[src/rtl/conv_layer_sched.sv]
// Layer sequencer: steps through a per-layer shape table, driving load requests and conv starts.
// Define CONV_SCHED_WATCHDOG_EN to add a LOAD/CONV watchdog that raises err_wdt and aborts.
module conv_layer_sched #(
  parameter int unsigned MAX_LAYERS = 7,
  parameter int unsigned WDT_CYCLES = 65535
) (
  input  logic        clk,
  input  logic        rst_n,
  input  logic        cfg_we,
  input  logic [2:0]  cfg_addr,
  input  logic [16:0] cfg_wdata,
  input  logic [2:0]  num_layers,
  input  logic        start,
  input  logic        abort,
  input  logic        load_done,
  input  logic        convFinish,
  input  logic        wfifo_wen,
  output logic [2:0]  cnn_state,
  output logic [5:0]  W,
  output logic [5:0]  H,
  output logic [4:0]  C,
  output logic        load_req,
  output logic        convStart,
  output logic        busy,
  output logic        done,
  output logic        err_cnt,
  output logic        err_cfg,
  output logic        err_wdt
);

  typedef enum logic [2:0] {StIdle, StLoad, StStart, StConv, StNext, StDone} state_e;

  state_e      state_q, state_d;
  logic [2:0]  idx_q, idx_d, n_q, n_d;
  logic        skip_q, skip_d;
  logic [10:0] beat_q, beat_d, area;
  logic        err_cnt_q, err_cnt_d, err_cfg_q, err_cfg_d;
  logic [5:0]  w_q, w_d, h_q, h_d;
  logic [4:0]  c_q, c_d;
  logic        load_req_q, load_req_d, conv_start_q, conv_start_d;
  logic        busy_q, busy_d, done_q, done_d;
  logic [16:0] entry;
  logic        tbl_we;
  logic [16:0] tbl_q [MAX_LAYERS];
`ifdef CONV_SCHED_WATCHDOG_EN
  logic [15:0] wdt_q, wdt_d;
  logic        err_wdt_q, err_wdt_d;
`endif

  // The table is frozen for the whole run; a start in the same cycle takes priority.
  assign tbl_we = (state_q == StIdle) && !start && cfg_we && (32'(cfg_addr) < MAX_LAYERS);

  always_comb begin
    state_d   = state_q;
    idx_d     = idx_q;
    n_d       = n_q;
    skip_d    = skip_q;
    beat_d    = beat_q;
    err_cnt_d = err_cnt_q;
    err_cfg_d = err_cfg_q;
`ifdef CONV_SCHED_WATCHDOG_EN
    err_wdt_d = err_wdt_q;
    wdt_d     = wdt_q;
`endif
    area = {5'd0, w_q} * {5'd0, h_q};
    unique case (state_q)
      StIdle: begin
        if (start && !abort) begin
          if (num_layers != 3'd0 && 32'(num_layers) <= MAX_LAYERS) begin
            n_d       = num_layers;
            idx_d     = 3'd0;
            err_cnt_d = 1'b0;
            err_cfg_d = 1'b0;
`ifdef CONV_SCHED_WATCHDOG_EN
            err_wdt_d = 1'b0;
`endif
            state_d   = StLoad;
          end else begin
            err_cfg_d = 1'b1;
          end
        end
      end
      StLoad: begin
        if (w_q == 6'd0 || h_q == 6'd0 || c_q == 5'd0) begin
          err_cfg_d = 1'b1;
          skip_d    = 1'b1;
          state_d   = StNext;
        end else if (load_done) begin
          skip_d  = 1'b0;
          state_d = StStart;
        end
      end
      StStart: begin
        beat_d  = 11'd0;
        state_d = StConv;
      end
      StConv: begin
        if (wfifo_wen) beat_d = beat_q + 11'd1;
        if (convFinish) state_d = StNext;
      end
      StNext: begin
        if (!skip_q && beat_q != area) err_cnt_d = 1'b1;
        if (idx_q == n_q - 3'd1) begin
          state_d = StDone;
        end else begin
          idx_d   = idx_q + 3'd1;
          state_d = StLoad;
        end
      end
      StDone:  state_d = StIdle;
      default: state_d = StIdle;
    endcase
`ifdef CONV_SCHED_WATCHDOG_EN
    if (state_q == StLoad || state_q == StConv) begin
      wdt_d = wdt_q + 16'd1;
      if (wdt_d == 16'(WDT_CYCLES)) begin
        err_wdt_d = 1'b1;
        state_d   = StIdle;
      end
    end
`endif
    if (abort) state_d = StIdle;
`ifdef CONV_SCHED_WATCHDOG_EN
    if (state_d != state_q) wdt_d = 16'd0;
`endif

    // Outputs are registered from the next state so they line up with the state they describe.
    entry = tbl_q[idx_d];
    w_d   = w_q;
    h_d   = h_q;
    c_d   = c_q;
    if (state_d == StLoad && state_q != StLoad) {w_d, h_d, c_d} = entry;
    load_req_d   = (state_d == StLoad) && (entry[16:11] != 6'd0) && (entry[10:5] != 6'd0) &&
                   (entry[4:0] != 5'd0);
    conv_start_d = (state_d == StStart);
    busy_d       = (state_d != StIdle);
    done_d       = (state_d == StDone);
  end

  always_ff @(posedge clk) begin
    if (!rst_n) begin
      state_q      <= StIdle;
      idx_q        <= 3'd0;
      n_q          <= 3'd0;
      skip_q       <= 1'b0;
      beat_q       <= 11'd0;
      err_cnt_q    <= 1'b0;
      err_cfg_q    <= 1'b0;
      w_q          <= 6'd0;
      h_q          <= 6'd0;
      c_q          <= 5'd0;
      load_req_q   <= 1'b0;
      conv_start_q <= 1'b0;
      busy_q       <= 1'b0;
      done_q       <= 1'b0;
      tbl_q        <= '{default: '0};
`ifdef CONV_SCHED_WATCHDOG_EN
      wdt_q        <= 16'd0;
      err_wdt_q    <= 1'b0;
`endif
    end else begin
      state_q      <= state_d;
      idx_q        <= idx_d;
      n_q          <= n_d;
      skip_q       <= skip_d;
      beat_q       <= beat_d;
      err_cnt_q    <= err_cnt_d;
      err_cfg_q    <= err_cfg_d;
      w_q          <= w_d;
      h_q          <= h_d;
      c_q          <= c_d;
      load_req_q   <= load_req_d;
      conv_start_q <= conv_start_d;
      busy_q       <= busy_d;
      done_q       <= done_d;
      if (tbl_we) tbl_q[cfg_addr] <= cfg_wdata;
`ifdef CONV_SCHED_WATCHDOG_EN
      wdt_q        <= wdt_d;
      err_wdt_q    <= err_wdt_d;
`endif
    end
  end

  assign cnn_state = idx_q;
  assign W         = w_q;
  assign H         = h_q;
  assign C         = c_q;
  assign load_req  = load_req_q;
  assign convStart = conv_start_q;
  assign busy      = busy_q;
  assign done      = done_q;
  assign err_cnt   = err_cnt_q;
  assign err_cfg   = err_cfg_q;
`ifdef CONV_SCHED_WATCHDOG_EN
  assign err_wdt   = err_wdt_q;
`else
  assign err_wdt   = 1'b0;
`endif

endmodule
[config.mk]
export PLATFORM = sky130hd
export DESIGN_NAME = conv_layer_sched
export DESIGN_NICKNAME = d
export VERILOG_FILES = /design/src/rtl/conv_layer_sched.sv
export SDC_FILE = /design/constraint.sdc
export NUM_CORES = 1
export LEC_CHECK = 0
export CAP_MARGIN = 25
export CORE_MARGIN = 2
export CORE_UTILIZATION = 40
export DETAILED_ROUTE_END_ITERATION = 8
export GPL_ROUTABILITY_DRIVEN = 0
export GPL_TIMING_DRIVEN = 0
export PLACE_DENSITY_LB_ADDON = 0.2
export SYNTH_ARGS = -nofsm -noshare
export SYNTH_HDL_FRONTEND = slang
export SYNTH_SLANG_ARGS = --single-unit
[constraint.sdc]
create_clock -name clk -period 5 [get_ports clk]
set_input_delay 1 -clock clk [delete_from_list [all_inputs] [get_ports clk]]
set_output_delay 1 -clock clk [all_outputs]
set_load 0.03 [all_outputs]
==> impl_metrics.env, run 1 <==
export IMPL_finalSetupViolCount=0
export IMPL_synthesis_area_um2=8230
export IMPL_hold_viol=0
export IMPL_drt_initial_drc_count=352
export IMPL_drc_errors=0
export IMPL_grt_max_degree=17
export IMPL_synth_edf_count=0
export IMPL_cts_repair_resized=0
export IMPL_clock_fmax_mhz=223
export IMPL_antenna_cells=0
export IMPL_regToRegSetupSlack_ns=0.52
export IMPL_finalMaxSlewViolations=0
export IMPL_port_buffer_count=53
export IMPL_start_kind="flop"
export IMPL_slowest_delay_ns=0.56
export IMPL_start_util_pct=40.7
export IMPL_grt_usage_pct=21.2
export IMPL_firstDrtPassIters=5
export IMPL_fin_crit_ns=4.48
export IMPL_htree_num_levels=4
export IMPL_placed_cells=1283
export IMPL_core_um2=20200
export IMPL_hold_path_class="flop to flop"
export IMPL_slew_limit_headroom_pct=40.7
export IMPL_hpwl_um=16200
export IMPL_yosysUniqueCellTypes=62
export IMPL_rsz0062_at_grt="no"
export IMPL_tightestPinTransition_ns=0.889
export IMPL_dieWidth_um=147
export IMPL_synth_seq_cells=163
export IMPL_async_flop_share_pct=0
export IMPL_drive_above_1_share_pct=6.89
export IMPL_vdd_drop_max_mv=0.247
export IMPL_outcome="finished clean"
export IMPL_synth_flop_cell="dfxtp_1"
export IMPL_clock_sinks=163
export IMPL_crit_path_end="err_cnt"
export IMPL_syn_nets=1027
export IMPL_final_cells=1315
export IMPL_finalInstanceArea_um2=9670
export IMPL_period_share_pct=89.6
export IMPL_synthCells=958
export IMPL_grt_pass1_wl_um=35900
export IMPL_r2r_end="err_cnt"
export IMPL_cts_setup_buffers=0
export IMPL_fin_skew_ns=0.00756
export IMPL_cp_end_kind="flop"
export IMPL_placementRows=52
export IMPL_areaGrowthSynthToFinish_pct=17.5
export IMPL_insertion_delay_ns=0.42
export IMPL_crit_start="W[3]"
export IMPL_synth_warnings=0
export IMPL_root_buffer="clkbuf_16"
export IMPL_num_vias=6865
export IMPL_yosys_area_top_type_share_pct=39.6
export IMPL_synth_area_leaders="dfxtp_1, nand2_1, mux2i_1"
export IMPL_synth_largest_area_cell="dfxtp_1"
export IMPL_worstReg2RegStart="W[3]"
export IMPL_final_nets=1102
export IMPL_crit_arrival_ns=4.76
export IMPL_cp_top_family="adder cells"
export IMPL_leakage_nw=3.97
export IMPL_io_pins=58
export IMPL_clkTransAtPathRegs_ns=0.06
export IMPL_die_area_um2=21700
export IMPL_grt_ovfl_total=0
export IMPL_cts_tree="done"
export IMPL_p_per_area_nw_per_um2=282
export IMPL_setup_tns_ns=0
export IMPL_routedWlPerCell_um=17.1
export IMPL_ff2ff_path_depth=15
export IMPL_path_class="flop to flop"
export IMPL_clockBufferDepth=2
export IMPL_path_buf_inv=2
export IMPL_antenna_found_initial=0
export IMPL_die_height_um=147
export IMPL_postCtsHoldBufs=0
export IMPL_dpl_instance_area_um2=9110
export IMPL_wl_um=22500
export IMPL_slowest_stage="fa_1"
export IMPL_cp_num_cells=15
export IMPL_drv_cap=0
export IMPL_viasPerCell=5.22
export IMPL_synth_area_per_cell_um2=8.59
export IMPL_cp_cell_sequence="clkbuf_1 -> nand2_1 -> fa_1 -> fa_1 -> fa_1 -> inv_1 -> ha_1 -> a21o_1 -> a21oi_1 -> o21bai_1 -> a21oi_1 -> xnor2_1 -> or4_1 -> o311ai_0 -> a21oi_1"
export IMPL_grt_pass1_vias=6555
export IMPL_crit_fanout=8
export IMPL_ys_seq_area_share_pct=39.6
export IMPL_critPathRequiredTime_ns=5.28
export IMPL_cts_buffers=17
export IMPL_antenna_left=0
-- Yosys cell counts, types with 3 or more instances --
cell / count
nand3_1: 12
o21a_1: 3
ha_1: 22
a221oi_1: 12
nor4_1: 3
a21o_1: 5
nor3_1: 5
nor2b_1: 3
fa_1: 16
buf_4: 5
inv_1: 23
mux2i_1: 79
nor2_1: 83
and2_1: 20
o2bb2ai_1: 4
a21oi_1: 112
mux2_1: 3
nand3b_1: 4
a31oi_1: 4
nand4_1: 6
xor2_1: 16
a221o_1: 12
or2_2: 4
xnor2_1: 16
clkbuf_1: 42
buf_2: 5
nand2_1: 216
mux2_2: 11
buf_6: 4
and3_1: 5
dfxtp_1: 163
-- state kept, by name, summed over array words and instances (netlist names) --
register	cells
skip_q	1
err_cnt	1
W	6
convStart	1
done	1
beat_q	11
busy	1
H	6
tbl_q	119
err_cfg	1
load_req	1
C	5
state_q	3
cnn_state	3
n_q	3
-- worst reg2reg max path, delay by kind of cell (launching register included) --
| kind | cells | cell delay (ns) |
|---|---|---|
| adders and majority gates | 4 | 1.88 |
| buffers and inverters | 2 | 0.40 |
| xor gates and xnor gates | 1 | 0.08 |
| DFF | 1 | 0.33 |
| and+or+nand+nor | 2 | 0.56 |
| AOI/OAI and AO/OA | 6 | 1.09 |
-- placed cells by master, fill, tap and decap left out, types with 5 or more instances in the layout --
cell and instances:
a21o_1 5, mux2_2 11, nand4_1 6, clkbuf_16 17
buf_4 5, mux2i_1 79, and2_1 20, nand2_1 216
nand3_1 12, a221oi_1 12, xnor2_1 16, nor3_1 5
clkinvlp_4 5, ha_1 22, and3_1 5, clkdlybuf4s50_1 53
nor2_1 83, inv_1 23, dfxtp_1 163, fa_1 16
a221o_1 12, clkbuf_1 44, a21oi_1 112, buf_2 7
xor2_1 16
-- stage by stage --
stage	hold WS (ns)	setup WS [ns]	utilization (%)	total power, mW
CTS	0.453	0.471	47.8	2.73
floorplan	0.432	0.708	-	1.43
finish	0.453	0.519	47.8	2.72
global placement	0.439	0.474	45.0	1.51
global route	0.472	0.275	47.8	2.81
detailed placement	0.444	0.484	45.0	1.51
-- per-layer routing --
metal,vias to the layer above,GRT usage (%),wire (um)
li1,3410,-,-
met1,3257,28.3,10400
met2,171,35.6,10700
met3,27,3.92,937
met4,0,5.82,407
met5,-,0,0
-- logic make-up (layout without fill, tap and decap cells) --
family / after synthesis / in the layout / synth area share (%)
DFF: 163 / 163 / 39.6
xor gates and xnor gates: 33 / 33 / 3.69
muxes: 96 / 96 / 12.1
buffers and inverters: 81 / 168 / 4.56
AOI/OAI and AO/OA: 169 / 169 / 12.8
other: 1 / 1 / 0.0456
and+or+nand+nor: 377 / 377 / 19.8
adders and majority gates: 38 / 38 / 7.24
-- layout make-up --
cell class / count / area [um^2]
multi-input cells: 714 / 4590
inverters: 24 / 90.1
clock inverters: 11 / 108
fillers: 2006 / 10600
well taps: 270 / 338
clock buffers: 20 / 447
plain buffers: 57 / 285
repair buffers: 56 / 546
flip-flops and latches: 163 / 3260
-- worst min-delay path by stage --
stage	start	to	slack (ns)	cells after the start
floorplan	tbl_q[106]	tbl_q[106]	0.43	2
global placement	tbl_q[47]	tbl_q[47]	0.44	2
detailed placement	tbl_q[36]	tbl_q[36]	0.44	2
CTS	tbl_q[36]	tbl_q[36]	0.45	2
global route	tbl_q[45]	tbl_q[45]	0.47	2
finish	tbl_q[36]	tbl_q[36]	0.45	2
-- report_power, final --
part	total, mW	switching (mW)	internal (mW)
logic	0.162	0.104	0.0580
clock network	1.24	0.541	0.698
registers	1.32	0.00870	1.31
total	2.72	0.653	2.07
(Power assumes the default switching activity.)
==> run 2, diff against run 1 <==
CTS_CLUSTER_DIAMETER = 60   (was default)
TNS_END_PERCENT = 10   (was default)
==> results of run 2 <==
Same layout as run 1: the final DEF is identical, and so are final timing and power.
